$ cat src/rtl/uart_sched_pkg.sv
// Shared types and constants for the uart_tx_sched scheduler.
// UART_SCHED_TAG_EN adds the TAG state used to prefix packets with an id byte.
package uart_sched_pkg;

  localparam int MaxReq = 8;

  // Low three bits of TagBase are reserved for the requester id.
  localparam logic [7:0] TagMask = 8'hF8;

  typedef enum logic [2:0] {
    ST_IDLE    = 3'd0,
`ifdef UART_SCHED_TAG_EN
    ST_TAG     = 3'd1,
`endif
    ST_LOAD    = 3'd2,
    ST_SEND    = 3'd3,
    ST_WAIT_HI = 3'd4,
    ST_WAIT_LO = 3'd5
  } state_t;

  function automatic int idxWidth(input int n);
    return (n <= 2) ? 1 : $clog2(n);
  endfunction

endpackage

$ cat src/rtl/rr_pick.sv
// Combinational rotate-priority picker: first set bit of i_valid searching
// upward from i_ptr+1, wrapping modulo N.
module rr_pick #(
  parameter int N    = 4,
  parameter int IdxW = 2
) (
  input  logic [N-1:0]    i_valid,
  input  logic [IdxW-1:0] i_ptr,
  output logic [N-1:0]    o_grant,
  output logic [IdxW-1:0] o_idx,
  output logic            o_any
);

  logic [IdxW-1:0] w_cand;

  always_comb begin
    o_grant = '0;
    o_idx   = '0;
    o_any   = 1'b0;
    w_cand  = '0;
    for (int k = 1; k <= N; k++) begin
      w_cand = IdxW'((int'(i_ptr) + k) % N);
      if (!o_any && i_valid[w_cand]) begin
        o_any           = 1'b1;
        o_grant[w_cand] = 1'b1;
        o_idx           = w_cand;
      end
    end
  end

endmodule

$ cat src/rtl/uart_tx_sched.sv
// Round-robin scheduler sharing one uart_tx between NumReq byte-stream requesters.
// Define UART_SCHED_TAG_EN to prefix every packet with the tag byte TagBase|id.
module uart_tx_sched
  import uart_sched_pkg::*;
#(
  parameter int         NumReq  = 4,
  parameter logic [7:0] TagBase = 8'hA0
) (
  input  logic                  i_clk,
  input  logic                  i_rst,
  input  logic [NumReq-1:0]     i_req_valid,
  input  logic [NumReq*8-1:0]   i_req_data,
  input  logic [NumReq-1:0]     i_req_last,
  output logic [NumReq-1:0]     o_req_ready,
  output logic [NumReq-1:0]     o_grant,
  output logic                  o_tx_enable,
  output logic [7:0]            o_tx_data,
  input  logic                  i_tx_busy,
  output logic                  o_busy
);

  localparam int IdxW = idxWidth(NumReq);

  state_t            r_state;
  state_t            w_stateNext;
  logic [NumReq-1:0] r_grant;
  logic [IdxW-1:0]   r_idx;
  logic [IdxW-1:0]   r_ptr;
  logic              r_lastQ;
  logic [7:0]        r_txData;

  logic [NumReq-1:0] w_pickGrant;
  logic [IdxW-1:0]   w_pickIdx;
  logic              w_pickAny;
  logic              w_handshake;
  logic              w_ownLast;
  logic [7:0]        w_ownData;
  logic              w_sentTag;

  rr_pick #(
    .N    (NumReq),
    .IdxW (IdxW)
  ) u_pick (
    .i_valid (i_req_valid),
    .i_ptr   (r_ptr),
    .o_grant (w_pickGrant),
    .o_idx   (w_pickIdx),
    .o_any   (w_pickAny)
  );

  // Ready depends on state and grant only, so a producer may wait on it.
  assign o_req_ready = r_grant & {NumReq{r_state == ST_LOAD}};
  assign w_handshake = |(i_req_valid & o_req_ready);

  always_comb begin
    w_ownData = '0;
    w_ownLast = 1'b0;
    for (int r = 0; r < NumReq; r++) begin
      if (r_grant[r]) begin
        w_ownData = i_req_data[8*r +: 8];
        w_ownLast = i_req_last[r];
      end
    end
  end

`ifdef UART_SCHED_TAG_EN
  logic       r_tagSent;
  logic [7:0] w_tagByte;

  assign w_tagByte = (TagBase & TagMask) | 8'(r_idx);
  assign w_sentTag = r_tagSent;

  always_ff @(posedge i_clk) begin
    if (i_rst) begin
      r_tagSent <= 1'b0;
    end else if (r_state == ST_TAG) begin
      r_tagSent <= 1'b1;
    end else if (r_state == ST_LOAD && w_handshake) begin
      r_tagSent <= 1'b0;
    end
  end
`else
  logic [7:0] w_unusedTagBase;

  assign w_unusedTagBase = TagBase;
  assign w_sentTag       = 1'b0;
`endif

  always_comb begin
    w_stateNext = r_state;
    case (r_state)
      ST_IDLE: begin
        // Never start while a frame is still leaving uart_tx (e.g. after reset).
        if (!i_tx_busy && w_pickAny) begin
`ifdef UART_SCHED_TAG_EN
          w_stateNext = ST_TAG;
`else
          w_stateNext = ST_LOAD;
`endif
        end
      end
`ifdef UART_SCHED_TAG_EN
      ST_TAG:     w_stateNext = ST_SEND;
`endif
      ST_LOAD: begin
        if (w_handshake) w_stateNext = ST_SEND;
      end
      ST_SEND:    w_stateNext = ST_WAIT_HI;
      ST_WAIT_HI: begin
        if (i_tx_busy) w_stateNext = ST_WAIT_LO;
      end
      ST_WAIT_LO: begin
        if (!i_tx_busy) begin
          if (r_lastQ && !w_sentTag) w_stateNext = ST_IDLE;
          else                       w_stateNext = ST_LOAD;
        end
      end
      default:    w_stateNext = ST_IDLE;
    endcase
  end

  always_ff @(posedge i_clk) begin
    if (i_rst) r_state <= ST_IDLE;
    else       r_state <= w_stateNext;
  end

  // Grant, pointer and the byte register only move at packet boundaries or loads.
  always_ff @(posedge i_clk) begin
    if (i_rst) begin
      r_grant  <= '0;
      r_idx    <= '0;
      r_ptr    <= IdxW'(NumReq - 1);
      r_lastQ  <= 1'b0;
      r_txData <= 8'h00;
    end else begin
      case (r_state)
        ST_IDLE: begin
          if (w_stateNext != ST_IDLE) begin
            r_grant <= w_pickGrant;
            r_idx   <= w_pickIdx;
          end
        end
`ifdef UART_SCHED_TAG_EN
        ST_TAG: r_txData <= w_tagByte;
`endif
        ST_LOAD: begin
          if (w_handshake) begin
            r_txData <= w_ownData;
            r_lastQ  <= w_ownLast;
          end
        end
        ST_WAIT_LO: begin
          if (!i_tx_busy && r_lastQ && !w_sentTag) begin
            r_grant <= '0;
            r_ptr   <= r_idx;
            r_lastQ <= 1'b0;
          end
        end
        default: ;
      endcase
    end
  end

  assign o_grant     = r_grant;
  assign o_tx_enable = (r_state == ST_SEND);
  assign o_tx_data   = r_txData;
  assign o_busy      = (r_state != ST_IDLE);

endmodule
$ cat config.mk
export PLATFORM = sky130hd
export DESIGN_NAME = uart_tx_sched
export DESIGN_NICKNAME = d
export VERILOG_FILES = /design/src/rtl/uart_sched_pkg.sv /design/src/rtl/rr_pick.sv /design/src/rtl/uart_tx_sched.sv
export SDC_FILE = /design/constraint.sdc
export NUM_CORES = 1
export LEC_CHECK = 0
export BUFFER_PORTS_ARGS = -buffer_cell sky130_fd_sc_hd__buf_4
export CORE_ASPECT_RATIO = 0.7
export CORE_MARGIN = 2
export CORE_UTILIZATION = 40
export CTS_CLUSTER_SIZE = 24
export DETAILED_ROUTE_END_ITERATION = 8
export GPL_TIMING_DRIVEN = 0
export PLACE_DENSITY = 0.74
export SKIP_LAST_GASP = 1
export SLEW_MARGIN = 20
export SYNTH_ARGS = -nofsm -noshare
export SYNTH_HDL_FRONTEND = slang
export SYNTH_HIERARCHICAL = 1
export SYNTH_SLANG_ARGS = --single-unit
$ cat constraint.sdc
create_clock -name i_clk -period 3.2 [get_ports i_clk]
set_input_delay 0.96 -clock i_clk [delete_from_list [all_inputs] [get_ports i_clk]]
set_output_delay 0.96 -clock i_clk [all_outputs]
set_load 0.03 [all_outputs]
==> summary.md <==
| Metric | Value |
|---|---|
| Max-cap viol count | `0` |
| Die area | `0.00493 mm²` |
| Insertion delay of the later-clocked pin in the worst-skew pair | `roughly 0.26 ns` |
| Largest net degree at the start of global routing | `13` |
| Crit Path Category | `register to output port` |
| Initial drt markers | `142` |
| Worst setup path start | `o_grant[3]$_SDFFE_PP0P_` |
| Syn_nets | `255` |
| Number of fill cells | `a little under 400` |
| Antenna violations before repair | `0` |
| M1 wire length | `~2.4 mm` |
| Clk pin slew, worst setup/hold paths | `roughly 0.08 ns` |
| Hold Vio Cnt, Final | `0` |
| TNS Setup | `0 ns` |
| GP Congestion | `about 0.94` |
| Leakage power | `1.01 nW` |
| Site Rows | `20` |
| Crit path DAT | `between 1 and 1.5 ns` |
| Port Buf Inserts | `60` |
| Total number of vias | `~1800` |
| ANT cells | `0` |
| Worst IR Drop VDD | `0.238 mV` |
| Startpoint types | `register` |
| CTS buffer count | `3` |
| Chip Height | `between 50 and 60 µm` |
| Routed length per instance | `between 10 and 15 µm` |
| TritonCTS clock tree | `done` |
| Max Used Layer | `met4` |
| Hold Crit Start | `r_idx[0]$_SDFFE_PP0P_` |
| Async SR Flop Fraction | `0%` |
| H-Tree Depth | `1` |
| WL met3 | `between 300 and 400 µm` |
| Finished Cell Area | `~0.0023 mm²` |
| Flip-flop and latch count after synthesis | `20` |
| Layout cell share with drive strength beyond 1 | `about a third` |
| Area delta synth->final | `33.8%` |
| Drc violations | `0` |
| Routed wire length | `roughly 4.7 mm` |
| CTS sink cnt | `20` |
| Register area share after synthesis | `a little under a quarter` |
| # IOs | `slightly above 60` |
| CTS max path bufs | `2` |
| Slew @ Worst Pin | `just under 0.7 ns` |
| Number of hold buffers added after cts | `0` |
| Setup Viol. Count Final | `0` |
| Met2 routed WL | `a little under 2 mm` |
| Worst EP required | `2.24 ns` |
| Antenna-violating nets left | `0` |
| Root cell of the clock tree | `clkbuf_8` |
| Main flop type after synthesis | `dfxtp_1` |
| Crit share post-route | `76.2%` |
| First-pass GRT wire length | `between 7 and 8 mm` |
| Chip width | `between 80 and 90 µm` |
| Critical Path Sink Type | `output port` |
| Post-Synthesis Cells | `between 200 and 250` |
| Worst Hold Class | `register to register` |
| Pwr per Cell Area | `just over 300 mW/mm²` |
| Initial Util | `40.9%` |
| Post-synth EDFFs | `0` |
| Synthesized area | `~0.0017 mm²` |
| Placement Cell Area | `0.00227 mm²` |
| Crit path max fanout | `10` |
| Fmax | `between 400 and 500 MHz` |
| Core ar. | `0.00428 mm²` |
| R2R Setup Slk | `around 0.84 ns` |
| Synth cell types | `between 50 and 60` |
| Min Tclk post-route | `around 2.4 ns` |
| Worst clock skew | `0.00200 ns` |
| Unrepaired setup endpoints after global routing | `false` |
| DP HPWL | `3.64 mm` |
| Worst reg2reg path startpoint | `r_ptr[0]$_SDFFE_PP1P_` |
| Total global routing overflow | `0` |
| Count of yosys warnings during synthesis | `6` |
| Drt first pass iters | `4` |
| Overall Global Routing Usage | `between 10% and 20%` |
| Layout net count | `320` |
| PostCTS Resize Cnt | `0` |
| Outcome | `complete, no violations` |
| Max-slew headroom | `between 50% and 60%` |
| Postcts setup bufs | `0` |
| Number of global-route vias before repair | `about 1500` |
| Detail-routed via count per cell | `5.47` |
| Slew Viols, Final | `0` |
| Mapped Avg Cell Area | `8.57 µm²` |
worst max-delay path, stage by stage, from the launching register on:
cell	delay, ns
dfxtp_1	0.40
clkbuf_1	0.42
and3_1	0.24
buf_4	0.16
power breakdown:
| part | switching (W) | total, W | leakage [nW] | internal, W |
|---|---|---|---|---|
| combinational | 0.000104 | 0.000206 | 0.814 | 0.000102 |
| clock | 0.0000888 | 0.000256 | 0.0357 | 0.000167 |
| sequential | 0.00000777 | 0.000267 | 0.162 | 0.000259 |
placed cells by master (no fill, tap or decap), drive strengths merged, types with 4 or more instances in the layout:
master	Yosys	final
a21oi	8	8
inv	13	13
a211o	10	10
clkbuf	4	7
dfxtp	20	20
buf	10	70
a221oi	10	10
nor2	19	19
nor2b	6	6
a221o	4	4
nand2	24	24
ha	8	8
mux2i	7	7
a311oi	8	8
and3	6	6
o21ai	9	9
nand3b	4	4
nand2b	6	6
Yosys cell counts (2+ instances only):
cell / n / share of area (%)
ha_1: 8 / 5.7
mux2i_1: 6 / 3.4
nand3b_1: 4 / 1.7
a311oi_1: 8 / 4.0
a211o_1: 10 / 5.0
o21ai_0: 3 / 0.86
nor2b_1: 6 / 2.1
a221oi_1: 9 / 4.5
nor2_1: 17 / 3.6
or3b_1: 2 / 1.0
a21oi_2: 2 / 1.0
buf_4: 2 / 0.86
a21oi_1: 6 / 1.7
dfxtp_1: 20 / 23
and3_1: 6 / 2.1
buf_6: 6 / 3.9
inv_1: 12 / 2.6
o21ai_1: 6 / 1.7
buf_2: 2 / 0.57
clkbuf_1: 3 / 0.64
o41ai_1: 2 / 1.0
a21boi_0: 2 / 0.86
a221o_1: 4 / 2.3
nand2_1: 24 / 5.2
nand2b_1: 6 / 2.1
nor2_2: 2 / 0.72
o2111ai_1: 2 / 1.0
through the flow:
stage               cells  power, W  util, %  hold slack (ns)  setup WS [ns]
CTS                   323  0.000735     54.7            0.479          0.767
finish                323  0.000729     54.7            0.481          0.762
floorplan             204  0.000396        -            0.438          0.907
global placement      319  0.000476     53.0            0.458          0.625
detailed placement    319  0.000478     53.0            0.468          0.607
global route          323  0.000759     54.7            0.498          0.655
worst paths after layout:
check	endpoint	depth (start not counted)
hold / removal	r_idx[0]$_SDFFE_PP0P_	2
setup / recovery	o_req_ready[3]	3
setup reg to reg	o_grant[2]$_SDFFE_PP0P_	9
hold reg to reg	r_idx[0]$_SDFFE_PP0P_	2
cell families after synthesis:
logic type	synth area share, %
compound gates	32.6
fa+ha+maj	5.72
buf+inv	10.7
flops	22.9
mux	6.01
simple gates	22.0
state kept, by name, summed over array words and instances, names as in the netlist:
register / cells
o_tx_data: 8
o_grant: 4
r_state: 3
r_idx: 2
r_ptr: 2
r_lastQ: 1
metal layers:
layer / up-vias / global-route usage, %
met5: - / 0
met4: 0 / 2.11
met3: 2 / 4.87
met2: 54 / 25.1
met1: 821 / 29.9
li1: 890 / -
area by class of cell:
cell class                 count  area (µm²)  share of cell area (%)
sequential                    20         400                    17.1
inverter                      13        48.8                    2.09
clock inverter                 1        30.0                    1.28
tap                           55        68.8                    2.94
multi-input combinational    155        1160                    49.6
buffer                        16         139                    5.94
timing repair buffer          60         450                    19.3
clock buffer                   3        41.3                    1.76
Note: power is estimated with default switching activity, not from simulation.
